===== src/rtl/arcade_keymap.sv =====
// ---------------------------------------------------------------------------
// arcade_keymap
//
// Programmable PS/2-to-button mapper for arcade cores. A small keymap table
// maps {extended, scancode} pairs to button indices; several keys may drive
// one button. The merged result, ORed with the joystick bits, drives the
// core's active-low button bus.
//
// Every PS/2 event is applied by walking the whole table once, one entry per
// clock, while busy is high. One further event can wait in a single-entry
// pending slot during a walk. An event that arrives while that slot is
// occupied is lost and latches evt_drop until reset.
//
// Optional feature (macro AUTOFIRE_EN): a free-running half-period counter
// produces af_phase. Buttons selected by af_mask pulse at that rate while
// their keys are held. Without the macro, af_mask and AF_DIV are unused.
//
// Parameters:
//   NUM_BTN    number of button outputs (1..32)
//   MAP_DEPTH  keymap table entries (power of 2, 2..256)
//   AF_DIV     autofire half-period in clk_sys cycles
//
// Ports:
//   clk_sys   in   core clock, all logic on the rising edge
//   RESET_L   in   synchronous active-low reset
//   ps2_key   in   [10] toggle strobe, [9] pressed, [8] extended, [7:0] scancode
//   joy_in    in   active-high joystick bits, one per button
//   map_wr    in   table write strobe (one entry per cycle)
//   map_addr  in   table entry index
//   map_data  in   [15] valid, [14] ext wildcard, [13:5] {ext,scan}, [4:0] button
//   af_mask   in   per-button autofire enable (AUTOFIRE_EN only)
//   btn_n     out  active-low merged buttons
//   busy      out  table walk in progress
//   evt_drop  out  sticky flag: a key event was lost
// ---------------------------------------------------------------------------
module arcade_keymap #(
  parameter int NUM_BTN   = 8,
  parameter int MAP_DEPTH = 32,
  parameter int AF_DIV    = 416667
) (
  input  logic                         clk_sys,
  input  logic                         RESET_L,
  input  logic [10:0]                  ps2_key,
  input  logic [NUM_BTN-1:0]           joy_in,
  input  logic                         map_wr,
  input  logic [$clog2(MAP_DEPTH)-1:0] map_addr,
  input  logic [15:0]                  map_data,
  input  logic [NUM_BTN-1:0]           af_mask,
  output logic [NUM_BTN-1:0]           btn_n,
  output logic                         busy,
  output logic                         evt_drop
);

  localparam int AW = $clog2(MAP_DEPTH);

  typedef enum logic {IDLE, SCAN} state_t;

  state_t               state_q;
  logic [AW-1:0]        idx_q;
  logic [9:0]           evt_q;
  logic                 busy_q;
  logic                 oldTog_q;
  logic                 pendValid_q;
  logic [9:0]           pend_q;
  logic                 evtDrop_q;
  logic [NUM_BTN-1:0]   btn_q;

  logic [MAP_DEPTH-1:0] entValid_q;
  logic [MAP_DEPTH-1:0] held_q;
  logic                 entWild_q [MAP_DEPTH];
  logic [8:0]           entCode_q [MAP_DEPTH];
  logic [4:0]           entBtn_q  [MAP_DEPTH];

  logic                 toggleEvt;
  logic                 loadEvt;
  logic                 entMatch;
  logic [NUM_BTN-1:0]   keyAct;
  logic [NUM_BTN-1:0]   keyGated;

  assign toggleEvt = ps2_key[10] != oldTog_q;
  assign loadEvt   = (state_q == IDLE) && pendValid_q;

  // Extended bit is ignored for wildcard entries.
  assign entMatch = entValid_q[idx_q]
                 && (entCode_q[idx_q][7:0] == evt_q[7:0])
                 && ((entCode_q[idx_q][8] == evt_q[8]) || entWild_q[idx_q]);

  // Payload fields of the table need no reset: valid gates everything.
  always_ff @(posedge clk_sys) begin
    if (map_wr) begin
      entWild_q[map_addr] <= map_data[14];
      entCode_q[map_addr] <= map_data[13:5];
      entBtn_q[map_addr]  <= map_data[4:0];
    end
  end

  // Button b is active while any valid, held entry points at it. Entries
  // whose index is NUM_BTN or above never match any b and so stay silent.
  always_comb begin
    keyAct = '0;
    for (int i = 0; i < MAP_DEPTH; i++) begin
      for (int b = 0; b < NUM_BTN; b++) begin
        if (entValid_q[i] && held_q[i] && (entBtn_q[i] == 5'(b))) begin
          keyAct[b] = 1'b1;
        end
      end
    end
  end

`ifdef AUTOFIRE_EN
  logic [31:0] afCnt_q;
  logic        afPhase_q;

  always_ff @(posedge clk_sys) begin
    if (!RESET_L) begin
      afCnt_q   <= '0;
      afPhase_q <= 1'b0;
    end else if (afCnt_q == 32'(AF_DIV - 1)) begin
      afCnt_q   <= '0;
      afPhase_q <= ~afPhase_q;
    end else begin
      afCnt_q <= afCnt_q + 32'd1;
    end
  end

  assign keyGated = keyAct & ~(af_mask & {NUM_BTN{~afPhase_q}});
`else
  logic unusedAf;
  assign unusedAf = ^{af_mask, 32'(AF_DIV)};
  assign keyGated = keyAct;
`endif

  // Event capture, table walk, held bits and the output register. A table
  // write placed after the walk update lets the write win on a collision.
  always_ff @(posedge clk_sys) begin
    if (!RESET_L) begin
      oldTog_q    <= ps2_key[10];
      pendValid_q <= 1'b0;
      pend_q      <= '0;
      evtDrop_q   <= 1'b0;
      state_q     <= IDLE;
      idx_q       <= '0;
      evt_q       <= '0;
      busy_q      <= 1'b0;
      entValid_q  <= '0;
      held_q      <= '0;
      btn_q       <= '1;
    end else begin
      oldTog_q <= ps2_key[10];

      // The slot being emptied this cycle can accept a new event.
      if (toggleEvt) begin
        if (pendValid_q && !loadEvt) begin
          evtDrop_q <= 1'b1;
        end else begin
          pend_q      <= ps2_key[9:0];
          pendValid_q <= 1'b1;
        end
      end else if (loadEvt) begin
        pendValid_q <= 1'b0;
      end

      case (state_q)
        IDLE: begin
          if (pendValid_q) begin
            evt_q   <= pend_q;
            idx_q   <= '0;
            busy_q  <= 1'b1;
            state_q <= SCAN;
          end
        end
        SCAN: begin
          if (entMatch) begin
            held_q[idx_q] <= evt_q[9];
          end
          if (idx_q == AW'(MAP_DEPTH - 1)) begin
            busy_q  <= 1'b0;
            state_q <= IDLE;
          end else begin
            idx_q <= idx_q + AW'(1);
          end
        end
        default: state_q <= IDLE;
      endcase

      if (map_wr) begin
        entValid_q[map_addr] <= map_data[15];
        held_q[map_addr]     <= 1'b0;
      end

      btn_q <= ~(keyGated | joy_in);
    end
  end

  assign btn_n    = btn_q;
  assign busy     = busy_q;
  assign evt_drop = evtDrop_q;

endmodule


===== config.mk =====
export PLATFORM = sky130hd
export DESIGN_NAME = arcade_keymap
export DESIGN_NICKNAME = d
export VERILOG_FILES = /design/src/rtl/arcade_keymap.sv
export SDC_FILE = /design/constraint.sdc
export NUM_CORES = 1
export LEC_CHECK = 0
export ABC_AREA = 1
export BUFFER_PORTS_ARGS = -buffer_cell sky130_fd_sc_hd__buf_4
export CAP_MARGIN = 30
export CORE_ASPECT_RATIO = 0.8
export CORE_MARGIN = 2
export CORE_UTILIZATION = 63
export DETAILED_ROUTE_END_ITERATION = 12
export PLACE_DENSITY = 0.78
export SLEW_MARGIN = 15
export SYNTH_ARGS = -nofsm -noshare
export SYNTH_HDL_FRONTEND = slang
export SYNTH_SLANG_ARGS = --single-unit

===== constraint.sdc =====
create_clock -name clk_sys -period 2.75 [get_ports clk_sys]
set_clock_uncertainty 0.05 [all_clocks]
set_input_delay 0.275 -clock clk_sys [delete_from_list [all_inputs] [get_ports clk_sys]]
set_output_delay 0.275 -clock clk_sys [all_outputs]
set_load 0.02 [all_outputs]

==> metrics.md, run 1 <==
| Metric | Value |
|---|---|
| Endpoints failing setup | 9 |
| Commonest non-fill, non-tap cell in the layout | nand2_1 |
| Remaining DRCs | 0 |
| RR Endpoint | held_q[11] |
| Layout area overhead | 15.6% |
| Clock power share | 39.8% |
| Fin. Hold Viols | 0 |
| Layout Cells excl Fill | 3440 |
| FILL cells | 2762 |
| Period minus WS final | 2.79 ns |
| DR vias | 21400 |
| Delay-heaviest family, CP | simple AND/OR/NAND/NOR gates |
| Reg clk slew, reported paths | 0.07 ns |
| Starting density of the core | 63.9% |
| Vias in the first global route | 19500 |
| HP Class | input pin to flop |
| GP Congestion | 0.997 |
| Share of cells above drive strength 1 | 11.4% |
| IO Port Bufs | 52 |
| Vias per cell | 6.22 |
| Fmax | 0.359 GHz |
| Slew @ Worst Pin | 0.844 ns |
| H-tree depth | 2 |
| Syn. warnings | 0 |
| Req. time, crit path | 3.21 ns |
| Initial antenna violation count | 0 |
| Pre-antenna DRT Iters | 6 |
| First-pass GRT wire length | 112000 microns |
| Crit Path Max Fanout | 26 |
| Comb pwr share | 8.3% |
| Total Routed Length | 78300 microns |
| Unique masters post-synth | 48 |
| Worst vdd ir | 725 uV |
| Largest net degree at the start of global routing | 82 |
| Commonest cells after routing, fill and taps aside | 703 x nand2_1, 480 x edfxtp_1, 359 x nand3_1 |
| Synth Instances | 2707 |
| Setup crit start kind | flop |
| CP Capture Type | flop |
| Total Power | 18900 uW |
| #FFs+latches synth | 587 |
| Max Cap Violations | 0 |
| Core Area | 0.0407 sq mm |
| R2r worst-path depth | 18 |
| Met2 wire length | 33500 microns |
| Drt initial violations | 3340 |
| Crit path to | held_q[11] |
| Clock Latency Late Sink | 0.62 ns |
| Lkg Pwr | 0.0113 uW |
| CTS Buffer Depth | 3 |
| Wirelength per Cell | 22.8 microns |
| Most used cell along the critical path | nand2_1 |
| Hold Path Depth | 1 |
| Pwr dens | 627 mW/mm^2 |
| WP data arrival | 3.25 ns |
| Post-DRT Antenna Nets | 0 |
| Setup ws final | -0.0357 ns |
| Register area share after synthesis | 63.7% |
| Asr flop ratio synth | 0% |
| Die X | 231 microns |
| Die height | 186 microns |
| Synthesized area per cell | 9.61 sq um |
| TritonCTS buffer count | 54 |
| DR WL met3 | 11600 microns |
| Post-layout util | 73.9% |
| CTS tree | built |
| DP Wirelength | 49300 microns |
| Final Max Slew Viols | 0 |
| Failing checks | setup timing |
| Row count | 66 |
| Synthesized area | 0.0260 sq mm |
| Fin Hold WS | 0.0277 ns |
| Post-route met1 wirelength | 31200 microns |
| Net Sw Frac | 23.7% |
| GR Overflow Total | 0 |
| Power Internal | 14400 uW |
| EDFF count, synth | 480 |
| Uppermost layer routed | met5 |
| Crit path kind | flop to flop |
| Status | complete, but fails checks |
| Crit-path slowest cell | dfxtp_4 |
| Nets | 2907 |
| Final Cycle Share | 101% |
| Die Area | 0.0429 sq mm |
| Flop pwr share | 52.0% |
| I/O Pins | 61 |
| Mapped Nets | 2763 |
| Critical path's largest stage delay | 0.44 ns |
| Critical Path Stages | 18 |
| Sink Count | 587 |
| Antenna Cells | 0 |
| Number of placed cells counting well taps | 3297 |
| NetSw | 4460 uW |
| Synth Flop Type | edfxtp_1 |
| R2r setup slk | -0.04 ns |
| CTS root buf | clkbuf_16 |
| Total GRT Usage | 34.8% |
| Combined buffer and inverter count along the critical path | 3 |
| CP cell instances | buf_4 -> buf_6 -> nand2_1 -> nand3_1 -> nand3_1 -> nand2_1 -> nand2_1 -> nand3_1 -> nand2_1 -> nand2_1 -> nand2_1 -> nor2_1 -> nand2_1 -> nor2_2 -> buf_12 -> nand4_1 -> nand2_1 -> nor2_1 |
| Slew headroom | 43.3% |
-- how the worst min path moves through the flow --
stage	end	slack, ns	from
final	entCode_q[15][2]	0.03	map_data[7]
after global routing	entWild_q[31]	0.03	map_data[14]
after CTS	entWild_q[31]	0.01	map_data[14]
after detailed placement	oldTog_q	0.35	ps2_key[10]
after global placement	oldTog_q	0.35	ps2_key[10]
after floorplan	oldTog_q	0.25	ps2_key[10]
-- flip-flops by register name (all words and copies together), names as in the netlist, named ones only --
name and count:
entBtn_q 160, evt_q 10, busy 1, pendValid_q 1, entWild_q 32, idx_q 5, held_q 32, evt_drop 1
btn_n 8, pend_q 10, entValid_q 32, entCode_q 288, state_q 1, oldTog_q 1
-- cell families after synthesis --
logic type | count (synthesis) | synth area share, %
adder cells (fa/ha/maj) | 5 | 0.241
AND/OR/NAND/NOR | 1589 | 26.2
XOR/XNOR | 1 | 0.0337
AO/OA/AOI/OAI | 182 | 4.29
buffers and inverters | 343 | 5.61
flip-flops | 587 | 63.7
-- power groups by stage --
stage | sequential [uW] | combinational [uW] | clock, uW
6_report | 9810 | 1560 | 7500
5_1_grt | 9810 | 1650 | 7820
4_1_cts | 9800 | 1270 | 7480
3_5_place_dp | 9990 | 1250 | 0
3_3_place_gp | 9990 | 1210 | 0
2_1_floorplan | 9980 | 739 | 0
-- what timing repair did --
| item | 4_1_cts | 5_1_grt |
|---|---|---|
| endpoints found under the hold margin | 13 | 3 |
| gates resized for setup | 0 | 37 |
| hold buffers | 12 | 1 |
| setup buffers | 0 | 13 |
| setup endpoints to repair | 0 | 32 |
-- final cells by class --
class                           count  area, sq um  share of cell area, %
Multi-Input combinational cell   1777         8170                   27.2
Tap cell                          544          681                   2.26
Clock inverter                     26          199                  0.662
Inverter                          239          912                   3.03
Clock buffer                       75         1550                   5.17
Timing Repair inverter              1         8.76                 0.0291
Sequential cell                   587        16600                   55.1
Timing Repair Buffer              191         1980                   6.59
-- synth_stat cells (29+ instances only) --
| cell type | number | share of area [%] |
|---|---|---|
| a21oi_1 | 41 | 0.79 |
| buf_2 | 41 | 0.79 |
| clkbuf_1 | 34 | 0.49 |
| dfxtp_1 | 107 | 8.2 |
| edfxtp_1 | 480 | 55 |
| inv_1 | 233 | 3.4 |
| nand2_1 | 713 | 10 |
| nand3_1 | 372 | 7.2 |
| nand4_1 | 54 | 1.3 |
| nor2_1 | 321 | 4.6 |
| nor3_1 | 78 | 1.5 |
| nor4_1 | 30 | 0.72 |
| o21ai_0 | 57 | 1.1 |
| o22ai_1 | 29 | 0.70 |
-- stage by stage --
step	setup TNS, ns	worst slack [ns]	cell area, sq um
finish	-0.159	-0.0357	30100
CTS	0	0.0289	29400
detailed placement	0	0.0706	27500
global route	-3.14	-0.153	30100
global placement	0	0.182	27500
floorplan	0	0.535	26000
-- metal layers --
metal  GRT usage (%)  up-vias
li1                -     9585
met1            51.4    10000
met2            51.3     1553
met3            8.82      205
met4            9.73        2
met5               0        -
(Power assumes the default switching activity.)
==> run 2: changes to the inputs <==
Settings changed: CORE_UTILIZATION 63 to 39, PLACE_DENSITY 0.78 to 0.52, SETUP_SLACK_MARGIN from default to 0.1.
==> run 2 against run 1 <==
Net effect: the flow now finishes without violations; clock power up 6.5%; critical path depth up 2; wire length is 5.0% higher; critical path type unchanged; via count decreased by 4.9%; core utilization is 26 points lower; global-route usage decreased by 12 points; cell count rose by 9.9%; fmax rose by 5.7%; flip-flop and latch count stayed put; worst setup slack improved by 0.15 ns; sequential share of layout area decreased by 2.0 points; register-to-register slack gained 0.15 ns.
==> metrics.md, run 2 (synthesis results as in run 1) <==
| Metric | Value |
|---|---|
| Status | complete, no violations |
| Slew @ Worst Pin | 0.754 ns |
| Slew headroom | 49.0% |
| Final Cycle Share | 95.8% |
| CTS tree | built |
| Sink Count | 587 |
| Setup crit start kind | flop |
| Clock Latency Late Sink | 0.64 ns |
| Vias in the first global route | 18600 |
| Share of cells above drive strength 1 | 13.9% |
| Reg clk slew, reported paths | 0.06 ns |
| Commonest non-fill, non-tap cell in the layout | nand2_1 |
| Multi-input gate area | 0.00845 sq mm |
| CP cell instances | clkinv_8 -> buf_12 -> buf_12 -> nand2_1 -> nand3_1 -> nand3_1 -> nand2_1 -> nand2_1 -> nand3_2 -> nand3b_1 -> nand2_2 -> nor2_2 -> nand2_2 -> nor2_4 -> buf_12 -> clkbuf_16 -> nand3_1 -> nand2_1 -> inv_1 -> nor2_1 |
| Layout area overhead | 20.0% |
| Biggest register | entCode_q |
| Combined buffer and inverter count along the critical path | 6 |
| Die X | 293 microns |
| Layout Cells excl Fill | 3779 |
| H-tree depth | 2 |
| CP Capture Type | flop |
| Commonest cells after routing, fill and taps aside | 679 x nand2_1, 480 x edfxtp_1, 330 x nand3_1 |
| Crit-path slowest cell | dfxtp_4 |
| Vias per cell | 5.38 |
| Max reg flops | 288 |
| Die height | 235 microns |
| Endpoints failing setup | 0 |
| Pwr dens | 621 mW/mm^2 |
| WP data arrival | 3.15 ns |
| Wirelength per Cell | 21.8 microns |
| Nets | 2922 |
| Fmax | 0.380 GHz |
| Largest net degree at the start of global routing | 75 |
| GR Overflow Total | 0 |
| Die Area | 0.0688 sq mm |
| Pre-antenna DRT Iters | 8 |
| Post-layout util | 47.4% |
| IO Port Bufs | 52 |
| DR vias | 20300 |
| FILL cells | 6045 |
| RR Endpoint | held_q[18] |
| GP Congestion | 0.945 |
| Max Cap Violations | 0 |
| Most used cell along the critical path | nand2_1 |
| DP Wirelength | 51700 microns |
| CTS root buf | clkbuf_16 |
| Remaining DRCs | 0 |
| R2r setup slk | 0.12 ns |
| Core Area | 0.0658 sq mm |
| Delay-heaviest family, CP | simple AND/OR/NAND/NOR gates |
| Reg area | 0.0166 sq mm |
| Starting density of the core | 39.5% |
| Total Power | 19400 uW |
| Fin. Hold Viols | 0 |
| HP Class | input pin to flop |
| First-pass GRT wire length | 116000 microns |
| Hold Path Depth | 1 |
| Hold Path Sink | entCode_q[26][8] |
| RSZ-0062 raised after global routing | true |
| I/O Pins | 61 |
| Initial antenna violation count | 1 |
| Total Neg Setup Slack | 0 ns |
| Crit path kind | flop to flop |
| Row count | 84 |
| Total GRT Usage | 22.5% |
| R2r worst-path depth | 20 |
| Crit Path Max Fanout | 13 |
| Post-DRT Antenna Nets | 0 |
| Lkg Pwr | 0.0115 uW |
| Total Routed Length | 82300 microns |
| Worst vdd ir | 588 uV |
| Critical path's largest stage delay | 0.44 ns |
| Hold path start | map_data[13] |
| Period minus WS final | 2.63 ns |
| Final Max Slew Viols | 0 |
| CTS Buffer Depth | 3 |
| Req. time, crit path | 3.27 ns |
| Number of placed cells counting well taps | 3609 |
| TritonCTS buffer count | 60 |
| Largest regs | entCode_q x288, entBtn_q x160 |
| Drt initial violations | 2070 |
## run 2: changes by cell type in the layout (fill, tap and decap cells not counted), moves of 4 or more
cell           before  now
nand3_1           359  330
nor2_1            291  281
dlygate4sd3_1      13   18
nand3_2            12   35
buf_12             18   28
nand2_1           703  679
nand2_2            10   34
buf_4             140  123
clkbuf_8            6    2
buf_6               5   10
clkbuf_16          69   76
nand3_4             1    7
clkbuf_1           12   16
nor2_2             29   38
## run 2: worst max path at each step
| stage | from | to | slack, ns | depth (start not counted) |
|---|---|---|---|---|
| floorplan | flop | held_q[22] | 0.54 | 18 |
| global placement | flop | held_q[29] | 0.13 | 19 |
| detailed placement | flop | held_q[3] | 0.11 | 19 |
| CTS | flop | held_q[3] | 0.12 | 19 |
| global route | flop | held_q[18] | -0.04 | 19 |
| finish | flop | held_q[18] | 0.12 | 20 |
## run 2: report_power, final
group	switching [uW]	leakage, uW	internal (uW)
combinational	1020	0.00542	557
sequential	69.7	0.00520	9740
clock	3540	0.000935	4450
total	4630	0.0115	14700
## run 2: layout make-up
| cell class | count | area share, % |
|---|---|---|
| antenna | 3 | 0.0241 |
| clock buffer | 78 | 5.09 |
| clock inverter | 34 | 0.955 |
| inverter | 239 | 2.92 |
| multi-input combinational | 1777 | 27.1 |
| sequential | 587 | 53.1 |
| tap | 860 | 3.45 |
| timing repair buffer | 201 | 7.36 |
## run 2: routing by layer
metal  vias to the layer above  global-route usage [%]  part of all wire [%]
li1                       9629                       -                     -
met1                      9784                    34.0                    47
met2                       818                    32.4                    41
met3                       101                    5.53                   9.5
met4                         0                    5.11                   1.8
met5                         -                       0                     0
## run 2: per-stage QoR
stage	cell area, sq um	hold slack (ns)	setup WS [ns]
final	31200	0.0259	0.116
after floorplan	26000	0.253	0.535
after CTS	30000	0.000185	0.116
after detailed placement	28000	0.350	0.115
after global routing	31200	0.0275	-0.0446
after global placement	28000	0.348	0.133
## run 2: repair_timing
| action | in CTS | in global routing |
|---|---|---|
| hold endpoints to repair | 128 | 0 |
| setup endpoints to repair | 14 | 32 |
| setup buffers | 0 | 11 |
| pin swaps | 0 | 50 |
| gates cloned | 0 | 25 |
| resized for setup | 1 | 123 |
| hold buffers | 18 | 0 |
